`config.mk`:
```
export PLATFORM = sky130hd
export DESIGN_NAME = bytebeat_voice_scheduler
export DESIGN_NICKNAME = d
export VERILOG_FILES = /design/src/rtl/bytebeat_pkg.sv /design/src/rtl/bytebeat_frame_timer.sv /design/src/rtl/bytebeat_voice_scheduler.sv
export SDC_FILE = /design/constraint.sdc
export NUM_CORES = 1
export LEC_CHECK = 0
export CORE_ASPECT_RATIO = 0.75
export CORE_UTILIZATION = 30
export DETAILED_ROUTE_END_ITERATION = 7
export GPL_ROUTABILITY_DRIVEN = 0
export HOLD_SLACK_MARGIN = 0.06
export PLACE_DENSITY = 0.64
export SYNTH_ARGS = -nofsm -noshare
export SYNTH_HDL_FRONTEND = slang
export SYNTH_SLANG_ARGS = --single-unit
```
`constraint.sdc`:
```
create_clock -name clk -period 2.45 [get_ports clk]
set_input_delay 0.3675 -clock clk [delete_from_list [all_inputs] [get_ports clk]]
set_output_delay 0.3675 -clock clk [all_outputs]
set_load 0.005 [all_outputs]
```
`src/rtl/bytebeat_pkg.sv`:
```
// Shared types for the bytebeat voice scheduler.
// FSM states, midscale PCM constant and the parameter bundle layout.
package bytebeat_pkg;

  typedef enum logic [2:0] {
    IDLE,
    SCAN,
    ISSUE,
    WAIT,
    PUBLISH
  } state_t;

  localparam logic [7:0] PCM_MID = 8'h80;
  localparam int         PARAM_W = 4;

  typedef struct packed {
    logic [PARAM_W-1:0] d;
    logic [PARAM_W-1:0] c;
    logic [PARAM_W-1:0] b;
    logic [PARAM_W-1:0] a;
  } params_t;

endpackage

```
`src/rtl/bytebeat_frame_timer.sv`:
```
// Sample-frame divider: counts 0..SAMPLE_DIV-1 and wraps.
// tick_o is high during the last count of every frame.
module bytebeat_frame_timer #(
    parameter int SAMPLE_DIV = 512
) (
    input  logic clk,
    input  logic rst_n,
    output logic tick_o
);

    localparam int CW = $clog2(SAMPLE_DIV);

    logic [CW-1:0] cnt_q;
    logic [CW-1:0] cnt_d;

    assign tick_o = (cnt_q == CW'(SAMPLE_DIV - 1));

    always_comb begin
        cnt_d = cnt_q + 1'b1;
        if (tick_o) begin
            cnt_d = '0;
        end
    end

    always_ff @(posedge clk) begin
        if (!rst_n) begin
            cnt_q <= '0;
        end else begin
            cnt_q <= cnt_d;
        end
    end

endmodule

```
`src/rtl/bytebeat_voice_scheduler.sv`:
```
// Shares one bytebeat core among NUM_VOICES voices, one request per
// enabled voice per frame; all samples publish together on frame_done.
module bytebeat_voice_scheduler
    import bytebeat_pkg::*;
#(
    parameter int NUM_VOICES = 8,
    parameter int SAMPLE_DIV = 512,
    parameter int PARAM_W    = 4,
    parameter int PCM_W      = 8,
    parameter int TIMEOUT    = 64,
    localparam int VW        = $clog2(NUM_VOICES)
) (
    input  logic                        clk,
    input  logic                        rst_n,
    input  logic [NUM_VOICES-1:0]       voice_en,
    input  logic [PARAM_W-1:0]          knob_a,
    input  logic [PARAM_W-1:0]          knob_b,
    input  logic [PARAM_W-1:0]          knob_c,
    input  logic [PARAM_W-1:0]          knob_d,
    output logic                        req_vld,
    input  logic                        req_rdy,
    output logic [VW-1:0]               req_voice,
    output logic [4*PARAM_W-1:0]        req_knobs,
    input  logic                        resp_vld,
    output logic                        resp_rdy,
    input  logic [PCM_W-1:0]            resp_pcm,
    output logic [NUM_VOICES*PCM_W-1:0] pcm_out,
    output logic                        frame_done,
    output logic                        overrun,
    output logic                        timeout
);

    localparam int TW = $clog2(TIMEOUT + 1);
    localparam logic [PCM_W-1:0] MID = {1'b1, {(PCM_W-1){1'b0}}};

    state_t                        state_q;
    logic [VW-1:0]                 v_q;
    logic [NUM_VOICES-1:0]         en_q;
    logic [4*PARAM_W-1:0]          knobs_q;
    logic                          req_vld_q;
    logic [TW-1:0]                 wcnt_q;
    logic [NUM_VOICES*PCM_W-1:0]   shadow_q;
    logic [NUM_VOICES*PCM_W-1:0]   pcm_q;
    logic                          done_q;
    logic                          ovr_q;
    logic                          to_q;

    logic                          tick;
    logic                          last_v;
    state_t                        adv_state;
    logic [VW-1:0]                 adv_v;

    bytebeat_frame_timer #(
        .SAMPLE_DIV(SAMPLE_DIV)
    ) u_timer (
        .clk   (clk),
        .rst_n (rst_n),
        .tick_o(tick)
    );

    assign last_v    = (v_q == VW'(NUM_VOICES - 1));
    assign adv_state = last_v ? PUBLISH : SCAN;
    assign adv_v     = last_v ? v_q : v_q + 1'b1;

    assign req_vld    = req_vld_q;
    assign req_voice  = v_q;
    assign req_knobs  = knobs_q;
    assign resp_rdy   = 1'b1;
    assign pcm_out    = pcm_q;
    assign frame_done = done_q;
    assign overrun    = ovr_q;
    assign timeout    = to_q;

    always_ff @(posedge clk) begin
        if (!rst_n) begin
            state_q   <= IDLE;
            v_q       <= '0;
            en_q      <= '0;
            knobs_q   <= '0;
            req_vld_q <= 1'b0;
            wcnt_q    <= '0;
            shadow_q  <= {NUM_VOICES{MID}};
            pcm_q     <= {NUM_VOICES{MID}};
            done_q    <= 1'b0;
            ovr_q     <= 1'b0;
            to_q      <= 1'b0;
        end else begin
            done_q <= 1'b0;
            // A tick that lands mid-frame is dropped, not queued.
            if (tick && state_q != IDLE) begin
                ovr_q <= 1'b1;
            end
            unique case (state_q)
                IDLE: begin
                    if (tick) begin
                        state_q  <= SCAN;
                        v_q      <= '0;
                        en_q     <= voice_en;
                        knobs_q  <= {knob_d, knob_c, knob_b, knob_a};
                        shadow_q <= pcm_q;
                    end
                end
                SCAN: begin
                    if (en_q[v_q]) begin
                        state_q   <= ISSUE;
                        req_vld_q <= 1'b1;
                    end else begin
                        shadow_q[v_q*PCM_W +: PCM_W] <= MID;
                        state_q <= adv_state;
                        v_q     <= adv_v;
                    end
                end
                ISSUE: begin
                    if (req_rdy) begin
                        req_vld_q <= 1'b0;
                        wcnt_q    <= '0;
                        state_q   <= WAIT;
                    end
                end
                WAIT: begin
                    // A response on the deadline cycle still counts.
                    if (resp_vld) begin
                        shadow_q[v_q*PCM_W +: PCM_W] <= resp_pcm;
                        state_q <= adv_state;
                        v_q     <= adv_v;
                    end else if (wcnt_q == TW'(TIMEOUT - 1)) begin
                        to_q    <= 1'b1;
                        state_q <= adv_state;
                        v_q     <= adv_v;
                    end else begin
                        wcnt_q <= wcnt_q + 1'b1;
                    end
                end
                PUBLISH: begin
                    pcm_q   <= shadow_q;
                    done_q  <= 1'b1;
                    state_q <= IDLE;
                end
                default: begin
                    state_q <= IDLE;
                end
            endcase
        end
    end

endmodule
```
==> flow_metrics.env, run 1 <==
export IMPL_slew_viol_final=0
export IMPL_hpwl_um=15200
export IMPL_syn_avg_cell_area_um2=7.84
export IMPL_tightest_slew_ns=0.711
export IMPL_post_route_min_period_ns=2.26
export IMPL_whs_ns=0.453
export IMPL_slew_headroom=0.526
export IMPL_grt_total_usage=0.178
export IMPL_chipWidth_um=185
export IMPL_routedWlPerCell_um=16.3
export IMPL_hold_violations=0
export IMPL_grt_pass1_vias=6526
export IMPL_p_per_area_nw_per_um2=602
export IMPL_syn_cell_area_um2=7530
export IMPL_cts_buffers_inserted=17
export IMPL_fin_skew_ns=0.00923
export IMPL_synth_edff_count=0
export IMPL_firstDrtPassIters=5
export IMPL_synthFlopType="dfxtp_1"
export IMPL_placed_area_um2=9170
export IMPL_rsz0062_at_grt="false"
export IMPL_num_rows=49
export IMPL_pre_cts_slack_ns=0.175
export IMPL_clk_latency_ns=0.44
export IMPL_layout_setup_ws_ns=0.193
export IMPL_grt_pass1_wl_um=36000
export IMPL_drive_gt1_frac=0.0728
export IMPL_cts_clk_slew_worst_paths_ns=0.07
export IMPL_drt_iter0_markers=673
export IMPL_synth_seq_cells=178
export IMPL_peakVddDrop_mv=0.396
export IMPL_diodes=0
export IMPL_io_pins=124
export IMPL_ant_nets=0
export IMPL_cts_setup_buffers=0
export IMPL_cts_root_buf="clkbuf_16"
export IMPL_fp_dieH_um=139
export IMPL_area_growth_pct=30.1
export IMPL_fill_cells=2489
export IMPL_antenna_found_initial=0
export IMPL_yosysSeqAreaShare=0.473
export IMPL_tns_ns=0
export IMPL_coreArea_um2=24300
export IMPL_final_cell_area_um2=9800
export IMPL_timing_fmax_mhz=443
export IMPL_die_area_um2=25800
export IMPL_max_cap_viol_count=0
export IMPL_mostFrequentLayoutCells="nand2_1, dfxtp_1, a21oi_1"
export IMPL_cp_required_ns=2.78
export IMPL_layout_commonest_cell="nand2_1"
export IMPL_grt_max_degree=76
export IMPL_clockBufferDepth=2
export IMPL_critPathLaunchType="register"
export IMPL_syn_inst=961
export IMPL_worst_ep_arrival_time_ns=2.59
export IMPL_num_vias=7175
export IMPL_status="finished clean"
export IMPL_finalSetupViolCount=0
export IMPL_syn_num_nets=1005
export IMPL_finalWirelength_um=22900
export IMPL_io_buffer_count=122
export IMPL_p_leak_nw=3.22
export IMPL_fin_nets=1104
export IMPL_numClockSinks=178
export IMPL_critPathCaptureType="register"
export IMPL_yosys_warnings=0
export IMPL_cts_tree="yes"
export IMPL_worstPathMaxFanout=9
export IMPL_post_route_period_util=0.921
export IMPL_drc=0
export IMPL_synthDistinctLibCells=54
export IMPL_viasPerCell=5.12
export IMPL_crit_type="register to register"
export IMPL_grt_overflow=0
export IMPL_start_util=0.310
export IMPL_h_tree_depth=4
export IMPL_hp_class="register to register"
export IMPL_async_reset_ff_frac=0
## final cells by class
class / count / area, µm² / share of cell area
Clock buffer: 19 / 453 / 0.0462
Inverter: 20 / 77.6 / 0.00791
Tap cell: 331 / 414 / 0.0422
Sequential cell: 178 / 3560 / 0.363
Multi-Input combinational cell: 690 / 3630 / 0.370
Clock inverter: 11 / 154 / 0.0157
Timing Repair Buffer: 153 / 1510 / 0.154
## kinds of logic after synthesis
logic type	share of synthesized area
mux	0.0106
compound gates	0.215
other cells	0.000498
buf+inv	0.0498
fa+ha+maj	0.0133
flops	0.473
simple gates	0.227
xor+xnor	0.0105
## routing by layer
| metal | part of all wire | routed length (µm) | vias to the layer above | global-route usage |
|---|---|---|---|---|
| met5 | 0 | 0 | - | 0 |
| met4 | 0.0097 | 221 | 0 | 0.0478 |
| met3 | 0.072 | 1640 | 22 | 0.0385 |
| met2 | 0.43 | 9920 | 234 | 0.262 |
| met1 | 0.48 | 11100 | 3389 | 0.258 |
| li1 | - | - | 3530 | - |
## state kept, by name (all words and copies together) (netlist names)
name / flops
shadow_q: 64
overrun: 1
frame_done: 1
wcnt_q: 7
req_voice: 3
req_vld: 1
pcm_out: 64
u_timer.cnt_q: 9
req_knobs: 16
timeout: 1
state_q: 3
en_q: 8
## cells in the mapped netlist (2+ instances only)
cell type,n,share of area
o31ai_1,6,0.0060
nor2_1,67,0.033
buf_2,12,0.0080
nand2b_1,5,0.0042
nor3_1,4,0.0027
o221ai_1,2,0.0023
buf_1,4,0.0020
xor2_1,3,0.0035
nor2b_1,8,0.0066
mux2i_1,8,0.011
o32ai_1,49,0.057
o311ai_0,2,0.0023
xnor2_1,6,0.0070
nand2_1,269,0.13
a21o_1,2,0.0020
dfxtp_1,178,0.47
a21oi_2,4,0.0047
ha_1,8,0.013
and2_1,4,0.0033
clkbuf_1,54,0.027
o21ai_0,7,0.0047
inv_1,19,0.0095
a211oi_1,2,0.0020
o211ai_1,7,0.0070
a22oi_1,12,0.012
a31oi_1,5,0.0042
a32o_1,2,0.0027
buf_4,3,0.0030
o21a_1,2,0.0020
a221oi_2,2,0.0040
or3_1,5,0.0042
nand4_1,7,0.0058
and3_1,6,0.0050
a21oi_1,133,0.088
o21ai_1,6,0.0040
o31a_1,2,0.0023
nand3_1,29,0.019
## report_power, final
part | total (mW) | switching [mW] | internal [mW]
combinational | 0.153 | 0.0897 | 0.0630
sequential | 2.90 | 0.00353 | 2.90
clock | 2.85 | 1.20 | 1.66
## worst max-delay path, stage by stage, from the launching register on
cell	delay (ns)
dfxtp_1	0.36
ha_1	0.24
nand3_1	0.08
nor2_1	0.10
ha_1	0.16
o21bai_1	0.06
a21o_1	0.22
a21o_2	0.30
buf_4	0.18
buf_4	0.16
o32ai_1	0.28
## worst paths after layout
check | start | endpoint | slack [ns] | cells after the start
worst min register to register | req_knobs[6] | req_knobs[6] | 0.45 | 2
worst max register to register | u_timer.cnt_q[0] | shadow_q[25] | 0.19 | 10
worst min-delay path | req_knobs[6] | req_knobs[6] | 0.45 | 2
worst max-delay path | u_timer.cnt_q[0] | shadow_q[25] | 0.19 | 10
## metrics by stage
| stage | power [mW] | util | instances |
|---|---|---|---|
| 3_3_place_gp | 3.12 | 0.378 | 1372 |
| 4_1_cts | 5.94 | 0.403 | 1402 |
| 3_5_place_dp | 3.12 | 0.378 | 1372 |
| 6_report | 5.91 | 0.404 | 1402 |
| 5_1_grt | 6.06 | 0.404 | 1402 |
| 2_1_floorplan | 3.03 | - | 961 |
## timing repair
item	CTS	global route
gates resized for setup	0	4
hold buffers	0	0
setup endpoints to repair	0	11
Power figures use the tool's default switching activity.
==> run 2, diff against run 1 <==
--- a/config.mk
+++ b/config.mk
@@ -7,2 +7,4 @@
 export LEC_CHECK = 0
+export CELL_PAD_IN_SITES_DETAIL_PLACEMENT = 1
+export CELL_PAD_IN_SITES_GLOBAL_PLACEMENT = 1
 export CORE_ASPECT_RATIO = 0.75
@@ -12,3 +14,3 @@
 export HOLD_SLACK_MARGIN = 0.06
-export PLACE_DENSITY = 0.64
+export PLACE_DENSITY_LB_ADDON = 0.1
 export SYNTH_ARGS = -nofsm -noshare
==> constraint.sdc (replaced) <==
create_clock -name clk -period 2.45 [get_ports clk]
set_input_delay 0.49 -clock clk [delete_from_list [all_inputs] [get_ports clk]]
set_output_delay 0.49 -clock clk [all_outputs]
set_load 0.005 [all_outputs]
==> run 2 against run 1 <==
- total power fell by 2.2%
- critical path depth fell by 2
- largest cell class unchanged
- flip-flop and latch count did not move
- critical path type unchanged
==> flow_metrics.env, run 2 (synthesized netlist as in run 1, its figures left out) <==
export IMPL_worst_ep_arrival_time_ns=2.60
export IMPL_antenna_found_initial=0
export IMPL_slew_viol_final=0
export IMPL_crit_family="simple AND/OR/NAND/NOR gates"
export IMPL_timing_fmax_mhz=441
export IMPL_h_tree_depth=4
export IMPL_layout_setup_ws_ns=0.184
export IMPL_num_rows=49
export IMPL_die_area_um2=25800
export IMPL_drt_iter0_markers=475
export IMPL_critPathLaunchType="register"
export IMPL_numClockSinks=178
export IMPL_hold_violations=0
export IMPL_max_cap_viol_count=0
export IMPL_post_route_period_util=0.925
export IMPL_grt_pass1_vias=7115
export IMPL_pre_cts_slack_ns=0.0651
export IMPL_fin_cells=1407
export IMPL_fin_nets=1107
export IMPL_cp_depth=8
export IMPL_slew_headroom=0.588
export IMPL_worstPathMaxFanout=7
export IMPL_p_per_area_nw_per_um2=589
export IMPL_post_cts_hold_buffer_count=0
export IMPL_critPathCaptureType="register"
export IMPL_routedWlPerCell_um=18.1
export IMPL_start_util=0.310
export IMPL_min_path_cells=2
export IMPL_fill_cells=2910
export IMPL_io_pins=124
export IMPL_crit_type="register to register"
export IMPL_finalSetupViolCount=0
export IMPL_grt_overflow=0
export IMPL_tns_ns=0
export IMPL_cts_tree="yes"
export IMPL_rsz0062_at_grt="false"
export IMPL_crit_chain="inv_1 > ha_1 > ha_1 > nor2_1 > nand4_1 > nor2_4 > a22oi_1 > o32ai_1"
export IMPL_tightest_slew_ns=0.617
export IMPL_cp_required_ns=2.78
export IMPL_hp_class="register to register"
export IMPL_clockBufferDepth=2
export IMPL_clk_latency_ns=0.44
export IMPL_crit_slowest_cell="nand4_1"
export IMPL_dp_cells=1374
export IMPL_grt_max_degree=90
export IMPL_peakVddDrop_mv=0.450
export IMPL_mostFrequentLayoutCells="nand2_1, dfxtp_1, a21oi_1"
export IMPL_ant_nets=0
export IMPL_chipWidth_um=185
export IMPL_cts_root_buf="clkbuf_16"
export IMPL_drc=0
export IMPL_fin_skew_ns=0.0117
export IMPL_viasPerCell=5.07
export IMPL_max_stage_delay_ns=0.37
export IMPL_finalWirelength_um=25500
export IMPL_p_leak_nw=3.21
export IMPL_reg2reg_depth=8
export IMPL_layout_commonest_cell="nand2_1"
export IMPL_io_buffer_count=122
export IMPL_hpwl_um=17000
export IMPL_area_growth_pct=30.3
export IMPL_status="finished clean"
export IMPL_fp_dieH_um=139
export IMPL_fin_util=0.404
export IMPL_cts_clk_slew_worst_paths_ns=0.07
export IMPL_cts_buffers_inserted=17
export IMPL_post_route_min_period_ns=2.27
export IMPL_cp_common_cell="ha_1"
export IMPL_diodes=0
export IMPL_coreArea_um2=24300
export IMPL_firstDrtPassIters=5
export IMPL_path_buf_inv=1
export IMPL_grt_pass1_wl_um=40900
export IMPL_num_vias=7128
export IMPL_grt_total_usage=0.204
export IMPL_drive_gt1_frac=0.0753
-- run 2: changes by cell type in the layout (fill, tap and decap cells not counted), sizes merged --
cell	change
buf	+3
bufinv	-2
clkinvlp	+3
clkbuf	+2
inv	-1
-- run 2: worst paths after layout --
kind	end	slack [ns]	from
setup reg to reg	shadow_q[21]	0.18	req_voice[0]
hold / removal	pcm_out[14]	0.45	shadow_q[14]
hold reg to reg	pcm_out[14]	0.45	shadow_q[14]
setup / recovery	shadow_q[21]	0.18	req_voice[0]
-- run 2: power by group --
group	internal (mW)	switching, mW	total (mW)
clock network	1.49	1.23	2.71
logic	0.0686	0.0952	0.164
registers	2.90	0.00348	2.90
-- run 2: what timing repair did --
item | in CTS | in global routing
resized for setup | 0 | 5
endpoints found under the setup margin | 0 | 29
endpoints found under the hold margin | 0 | 0
setup buffers | 0 | 1
-- run 2: worst register-to-register path: cells and delay by family (launching register included) --
| family | cells | cell delay, ns |
|---|---|---|
| and+or+nand+nor | 3 | 0.96 |
| adders and majority gates | 2 | 0.46 |
| AOI/OAI and AO/OA | 2 | 0.36 |
| DFF | 1 | 0.33 |
| buffers and inverters | 1 | 0.06 |
-- run 2: cell type report --
| type | count | area [µm²] | area share |
|---|---|---|---|
| sequential | 178 | 3560 | 0.363 |
| clock buffer | 21 | 470 | 0.0479 |
| multi-input combinational | 690 | 3640 | 0.371 |
| tap | 331 | 414 | 0.0422 |
| clock inverter | 11 | 104 | 0.0106 |
| inverter | 20 | 77.6 | 0.00790 |
| timing repair buffer | 156 | 1550 | 0.158 |
-- run 2: layer usage --
metal | track usage | vias to the layer above | share of wire
met1 | 0.305 | 3450 | 0.52
met3 | 0.0463 | 15 | 0.045
li1 | - | 3524 | -
met4 | 0.0426 | 0 | 0.0070
met5 | 0 | - | 0
met2 | 0.294 | 139 | 0.42
-- run 2: per-stage QoR --
stage	hold WS, ns	area, µm²	power, mW
6_report	0.449	9820	5.78
5_1_grt	0.468	9820	5.99
4_1_cts	0.454	9780	5.85
3_5_place_dp	0.442	9200	3.13
3_3_place_gp	0.429	9200	3.13
2_1_floorplan	0.418	7530	3.03
==> run 3, diff against run 2 <==
SLEW_MARGIN = 30   (was not set)
==> results of run 3 <==
Same layout as run 2: the final DEF is identical, and so are final timing and power.
